--- src/rtl/cmpi_shared_arbiter.sv ---
// Round-robin sharing of one less-than comparator among NUM_REQ requesters, each with a one-slot result buffer.
// Optional macro CMPI_ARB_SIGNED_EN selects a two's-complement signed compare (default build: unsigned).
module cmpi_shared_arbiter #(
    parameter int NUM_REQ   = 3,
    parameter int DATA_TYPE = 32
) (
    input  logic                           clk,
    input  logic                           rst,
    input  logic [NUM_REQ*DATA_TYPE-1:0]   ins_lhs,
    input  logic [NUM_REQ*DATA_TYPE-1:0]   ins_rhs,
    input  logic [NUM_REQ-1:0]             ins_valid,
    output logic [NUM_REQ-1:0]             ins_ready,
    output logic [NUM_REQ-1:0]             outs,
    output logic [NUM_REQ-1:0]             outs_valid,
    input  logic [NUM_REQ-1:0]             outs_ready
);

    localparam int PW = (NUM_REQ > 1) ? $clog2(NUM_REQ) : 1;

    logic [PW-1:0]        p_q, p_d;
    logic [NUM_REQ-1:0]   outs_q, outs_d;
    logic [NUM_REQ-1:0]   outs_valid_q, outs_valid_d;
    logic [NUM_REQ-1:0]   elig;
    logic [NUM_REQ-1:0]   gnt_oh;
    logic                 gnt_vld;
    logic [PW-1:0]        gnt_idx;
    logic [DATA_TYPE-1:0] lhs_g, rhs_g;
    logic                 lt;
    int                   idx;

    // A slot that drains this cycle may be refilled in the same cycle.
    assign elig = ins_valid & (~outs_valid_q | outs_ready);

    always_comb begin
        gnt_vld = 1'b0;
        gnt_idx = '0;
        idx     = 0;
        for (int k = 0; k < NUM_REQ; k++) begin
            idx = int'(p_q) + k;
            if (idx >= NUM_REQ) idx = idx - NUM_REQ;
            if (!gnt_vld && elig[idx]) begin
                gnt_vld = 1'b1;
                gnt_idx = PW'(idx);
            end
        end
    end

    always_comb begin
        gnt_oh = '0;
        if (gnt_vld && !rst) gnt_oh[gnt_idx] = 1'b1;
    end

    assign ins_ready = gnt_oh;

    assign lhs_g = ins_lhs[int'(gnt_idx)*DATA_TYPE +: DATA_TYPE];
    assign rhs_g = ins_rhs[int'(gnt_idx)*DATA_TYPE +: DATA_TYPE];

`ifdef CMPI_ARB_SIGNED_EN
    assign lt = $signed(lhs_g) < $signed(rhs_g);
`else
    assign lt = lhs_g < rhs_g;
`endif

    always_comb begin
        p_d = p_q;
        if (gnt_oh != '0) p_d = (gnt_idx == PW'(NUM_REQ - 1)) ? '0 : gnt_idx + 1'b1;
    end

    always_comb begin
        outs_d       = outs_q;
        outs_valid_d = outs_valid_q;
        for (int i = 0; i < NUM_REQ; i++) begin
            if (gnt_oh[i]) begin
                outs_d[i]       = lt;
                outs_valid_d[i] = 1'b1;
            end else if (outs_ready[i]) begin
                outs_valid_d[i] = 1'b0;
            end
        end
    end

    always_ff @(posedge clk) begin
        if (rst) begin
            p_q          <= '0;
            outs_q       <= '0;
            outs_valid_q <= '0;
        end else begin
            p_q          <= p_d;
            outs_q       <= outs_d;
            outs_valid_q <= outs_valid_d;
        end
    end

    assign outs       = outs_q;
    assign outs_valid = outs_valid_q;

endmodule

--- config.mk ---
export PLATFORM = sky130hd
export DESIGN_NAME = cmpi_shared_arbiter
export DESIGN_NICKNAME = d
export VERILOG_FILES = /design/src/rtl/cmpi_shared_arbiter.sv
export SDC_FILE = /design/constraint.sdc
export NUM_CORES = 1
export LEC_CHECK = 0
export ABC_AREA = 1
export CAP_MARGIN = 15
export CORE_ASPECT_RATIO = 0.5
export CORE_UTILIZATION = 35
export CTS_CLUSTER_SIZE = 8
export DETAILED_ROUTE_END_ITERATION = 16
export PLACE_DENSITY = 0.88
export SLEW_MARGIN = 15
export SYNTH_ARGS = -nofsm -noshare
export SYNTH_HDL_FRONTEND = slang
export SYNTH_SLANG_ARGS = --single-unit
--- constraint.sdc ---
create_clock -name clk -period 6.02 [get_ports clk]
set_input_delay 0.903 -clock clk [delete_from_list [all_inputs] [get_ports clk]]
set_output_delay 0.903 -clock clk [all_outputs]
set_load 0.01 [all_outputs]
# Word-level counts from Yosys, hierarchy flattened
# Cells that the tools add are included.
# op_classes
n_addsub	6
n_mux	28
n_shift	2
n_lt_le_gt_ge	9
n_reduce_logical	11
eq_ne	1
bitwise_logic	3
# op_table
cell	count
96-bit by 8-bit indexed part select with 32-bit output	2
32-bit by 4-bit < comparator with 1-bit output, second input constant	3
32-bit two-way mux	3
32-bit < comparator	1
1-bit two-way mux	16
2-bit two-way mux	4
3-bit by 2-bit subtractor with 4-bit output, second input constant	2
1-bit binary-select mux with 2-bit select	3
3-bit by 2-bit greater-or-equal comparator with 1-bit output, second input constant	2
2-bit nonzero test	3
1-bit logical AND	4
2-bit by 1-bit adder with 3-bit output, second input constant	1
2-bit by 2-bit adder with 3-bit output, second input constant	1
3-bit AND	1
1-bit logical NOT	3
2-bit by 3-bit < comparator with 1-bit output, second input constant	1
3-bit two-way mux	1
3-bit NOT	1
3-bit bitwise OR	1
3-bit nonzero test	1
2-bit by 2-bit subtractor with 3-bit output, second input constant	1
2-bit by 1-bit adder with 2-bit output, second input constant	1
1-bit demux with 2-bit select	1
2-bit == test, second input constant	1
other kinds (2)	2
# totals
output_inout_bits	9
in_bits	200
word_cells	67
regBits	8

# Longest topological paths before layout
# depth
ltp_word	19
ltp_mapped	29
mapped_depth_nobuf	27

# Worst setup path after synthesis
# Ideal clock, no wire load.
# synth_timing
path_kind	input -> register
startpoint	in outs_ready[2]
endpoint	reg outs_q[1], in the netlist outs[1]
arrival_time_ps	3301
slack_ps	2660
required_time_ps	5962
n_path_buf	2
setup_ps	58
cell_stages	23
path_cell_list	inv_1 -> nand2_1 -> nand2_2 -> o21ai_1 -> nand2_2 -> nand3_2 -> nand2_2 -> nand2_4 -> inv_8 -> nor2_4 -> inv_2 -> buf_2 -> buf_2 -> o221ai_1 -> ha_1 -> a21oi_1 -> nor2_1 -> a211oi_1 -> o221a_2 -> nand2_1 -> nand2_2 -> nand3_1 -> nand2_1
# synth_via
elab_chain_cells	17
word_cells_on_any_way	31
cone_classes	order compare: 3; shift: 2; mux: 18; bitwise: 2; reduce/logical: 6
# synth_lines
item	line	rtl
start: declaration	15	input logic [NUM_REQ-1:0] outs_ready
3-bit bitwise OR *	32	assign elig = ins_valid & (~outs_valid_q | outs_ready);
3-bit AND *	32	
branches (longest 15 deep; another with 32-bit < comparator)	-	
end signal: assignment	89	outs_q <= outs_d;
end: declaration	21	logic [NUM_REQ-1:0] outs_q, outs_d;
# Every way passes the cells marked *. The select of a mux whose other input is x is not followed.
# A chain may end at the register's enable or synchronous reset.

# Worst setup path in the final report
# layout_timing
startpoint	in outs_ready[2]
endpoint	out ins_ready[0]
# layout_via
elab_chain_cells	17
word_cells_on_any_way	28
cone_classes	order compare: 2; mux: 18; bitwise: 2; reduce/logical: 6
# layout_lines
item	line	rtl
3-bit bitwise OR *	32	
3-bit AND *	32	
1-bit binary-select mux with 2-bit select	41	if (!gnt_vld && elig[idx]) begin
1-bit two-way mux (not written as such) (2 in a row)	41	
1-bit two-way mux	41	
1-bit logical NOT	41	
1-bit logical AND	41	
1-bit two-way mux	41	
1-bit logical NOT	41	
1-bit logical AND	41	
2-bit two-way mux	41	
2-bit by 3-bit < comparator with 1-bit output (not written as such) or 2-bit by 1-bit greater-or-equal comparator with 1-bit output (tied branches)	50	if (gnt_vld && !rst) gnt_oh[gnt_idx] = 1'b1;
1-bit logical AND (not written as such)	50	
1-bit two-way mux (not written as such)	50	
1-bit demux with 2-bit select	50	
3-bit two-way mux *	50	
end: declaration	12	output logic [NUM_REQ-1:0] ins_ready,
# Mark *: on every way between the ends. The rest lies on a longest branch, timed or not. The select of a mux whose other input is x is not followed.

==> results.md <==
- The flow ran to the end, and the final reports show no timing, DRC or antenna violations.
- In this run the cell area of the synthesized design comes to 2390 sq um.
- Clock tree synthesis found a total of 8 sinks.
- The number of cells on the worst reg-to-reg path is 21.
- The area of all placed cells without fillers is 4590 sq um.
- The maximum buffer depth of the clock tree is 2.
- The worst setup path is captured at an output pin.
- The area enclosed by the die boundary is 7190 sq um.
- For this run, design rule violations remaining after detail routing come to 0.
- In the final timing run, aggregate negative setup slack is 0 ps.
- The buffer and inverter count on the worst path is 6.
- Entering global routing, the biggest net connects 70 pins.
- Counting instances, the worst hold path has a depth of 2.
- Summed over all layers, the routed wires come to 10.3 mm.
- The number of global-route vias before repair is 3,317.
- The reported leakage power is 1.96 nW.
- Post-CTS timing repair inserted 0 buffers for setup.
- The pre-antenna-repair detailed-routing pass consisted of 5 iterations.
- Synthesis handed over a netlist of 421 instances.
- In the final layout, the share of cells above drive strength 1 is 6.69%.
- During I/O placement, the number of pins put on the boundary was 209.
- Across all layers, the routed design uses 3,553 vias.
- The number of antenna diodes in the final layout is 0.
- The post-placement cell area is 4510 sq um.
- The clock-pin transition on the worst setup and hold timing paths is 40 ps.
- On the worst path, the slowest cell contributes a delay of 570 ps.
- For this configuration, the core starts out at a cell density of 37.8%.
- The wire length of the first global-routing pass is 15.5 mm.
- The top cell types in the final layout, fill and taps aside, are clkdlybuf4s50_1 (208), nand2_1 (137), o21ai_0 (44).
- The width of the die is 119 um.
- The area of the placeable core is 6330 sq um.
- Across every metal layer, demand over resource in global routing totals 27.0%.
- Setup violations remaining at the end of the flow were counted as 0.
- The cell family contributing the most delay on the critical path is buffers and inverters.
- The shortest period the worst path allows is 4790 ps.
- From synthesis to final layout, the design area changed by 91.8%.
- Dividing the final minimum period by the clock period gives 79.5%.
- For this run, the number of Yosys warnings is 0.
- The class of the worst hold path is reg2reg.
- The number of nets in the synthesized netlist is 654.
- The required time of the worst setup path is 5120 ps.
- Setup repair after global routing left no endpoint under its margin.
- The worst setup path is of the in2out kind.
- In the final routed layout, each cell accounts on average for 14.6 um.
- The hold violation total from the final report came to 0.
- The remaining antenna violation count after routing is 0.
- Hold repair after CTS inserted 0 buffers.
- At the end of routability-driven placement, the weighted congestion stood at 0.862.
- The final-stage net count is 848.
- For the worst setup path, the data arrival time is 3880 ps.
- The number of I/O port buffers is 208.
- Counting buffers and inverters, the worst setup path is 14 cells deep.
- The final-report max-slew violation count is 0.
- For the pin with the worst max-slew slack, the measured transition is 801 ps.
- The library cell contributing the largest single delay on the critical path is clkdlybuf4s50_1.
- The number of buffers inserted during clock tree synthesis is 3.
- The HPWL reported at the end of detailed placement is 8.50 mm.
- Across the run, the number of max-cap violations was 0.
- The predominant post-synthesis flop cell is dfxtp_1.
- The fraction of synthesis flops using an asynchronous set or reset pin is 0%.
- The number of flops mapped to enable cells by yosys is 0.
- The signal on the critical path passes through clkdlybuf4s50_1 > inv_1 > nand2_1 > nand2_2 > inv_1 > nand3_1 > nand2_1 > nand4_1 > nand2_4 > inv_6 > nor2_4 > inv_2 > nor2_2 > clkdlybuf4s50_1.
- The setup skew after layout is 0.661 ps.
- The clock tree from TritonCTS is done.
- The number of filler cells placed in the layout is 536.
- The clock latency on the worst-skew pair is 230 ps.
- The number of DRC markers after the initial detailed-route iteration is 157.
- The number of distinct library cell variants in the gate-level netlist after synthesis is 30.
- The H-tree depth is 1.
- After synthesis, flip-flops and latches occupy 6.69% of the total area.
- In this run the core area contains 20 standard-cell rows.
- After global routing the overflow that remains totals 0.
- The startpoint type of the worst setup path is an input pin.
- Using the TritonRoute via totals, the vias-per-cell ratio works out to 5.07.
- The most common cell after layout, fill and taps aside is clkdlybuf4s50_1.
- The vertical die dimension is 60.5 um.
- The power density relative to cell area is 636 nW/um^2.
- Post-CTS repair changed the size of 0 cells.
- The maximum vdd ir drop is 0.000420 V.
- Headroom to the max-slew limit came out at 46.5%.
- Based on the critical path, the design can be clocked at up to 209 MHz.
- In this run the mean area of a mapped cell was 5.68 sq um.
- Counting flops and latches in the post-synthesis netlist gives 8.
- The initial antenna violation count is 0.
- In this run the clock root is driven by a clkbuf_16.
- In this run the worst path has a maximum fanout of 47.
[synthesized netlist by cell type, types with 2 or more instances]
cell type  number  area, sq um
dfxtp_1         8          160
ha_1           33          413
nand3_1        36          180
nand2_2         7         43.8
nor2_1         29          109
o21ai_0        44          220
o22ai_1         4         25.0
nand2_1       137          514
a21oi_1        23          115
nand3_2         3         30.0
inv_1          12         45.0
nand4_1         7         43.8
buf_2           5         25.0
nand2_4         2         22.5
inv_2           5         18.8
clkbuf_1       16         60.1
o221ai_1       14          123
o21ai_1        10         50.1
a211oi_1        4         30.0
or2_2          12         75.1
[worst paths after layout]
path | startpoint | end | slack [ps]
setup / recovery | outs_ready[2] | ins_ready[0] | 1230
hold / removal | outs[1] | outs[1] | 470
setup reg to reg | p_q[0] | outs[0] | 2030
hold reg to reg | outs[1] | outs[1] | 470
[worst min-delay path: cells and delay by family (launching register included)]
kind | cells | cell delay (ps)
flip-flops | 1 | 300
AND/OR/NAND/NOR | 2 | 120
[flip-flops by register name, indices dropped and copies added (netlist names)]
| signal | flops |
|---|---|
| p_q | 2 |
| outs_valid | 3 |
| outs | 3 |
[cell families after synthesis]
| family | count (synthesis) | synth area share, % |
|---|---|---|
| simple gates | 238 | 44.3 |
| flops | 8 | 6.69 |
| buf+inv | 40 | 7.06 |
| compound gates | 102 | 24.7 |
| fa+ha+maj | 33 | 17.3 |
[cell type report]
| cell class | instances | area, sq um | share of cell area (%) |
|---|---|---|---|
| Multi-Input combinational cell | 373 | 2060 | 45.0 |
| Clock buffer | 3 | 75.1 | 1.64 |
| Timing Repair Buffer | 210 | 2100 | 45.7 |
| Tap cell | 88 | 110 | 2.40 |
| Inverter | 19 | 83.8 | 1.83 |
| Sequential cell | 8 | 160 | 3.49 |
[routing by layer]
layer / share of wire (%) / GRT usage [%]
met1: 43 / 34.1
met2: 51 / 50.9
met3: 4.9 / 3.20
met4: 1.7 / 6.51
met5: 0 / 0
[where the power goes]
part	total [mW]	internal (mW)	switching (mW)
logic	2.72	1.05	1.67
clock network	0.113	0.0857	0.0269
registers	0.0873	0.0753	0.0120
total	2.92	1.22	1.70
[stage by stage]
| stage | utilization [%] | hold slack, ps | setup WS [ps] | instances | power [mW] |
|---|---|---|---|---|---|
| after floorplan | - | 467 | 2660 | 421 | 2.11 |
| after global placement | 71.3 | 463 | 1430 | 698 | 2.70 |
| after detailed placement | 71.3 | 461 | 1320 | 698 | 2.77 |
| after CTS | 72.5 | 468 | 1290 | 701 | 2.90 |
| after global routing | 72.5 | 506 | 993 | 701 | 3.31 |
| final | 72.5 | 467 | 1230 | 701 | 2.92 |
Note: power is estimated with default switching activity, not from simulation.
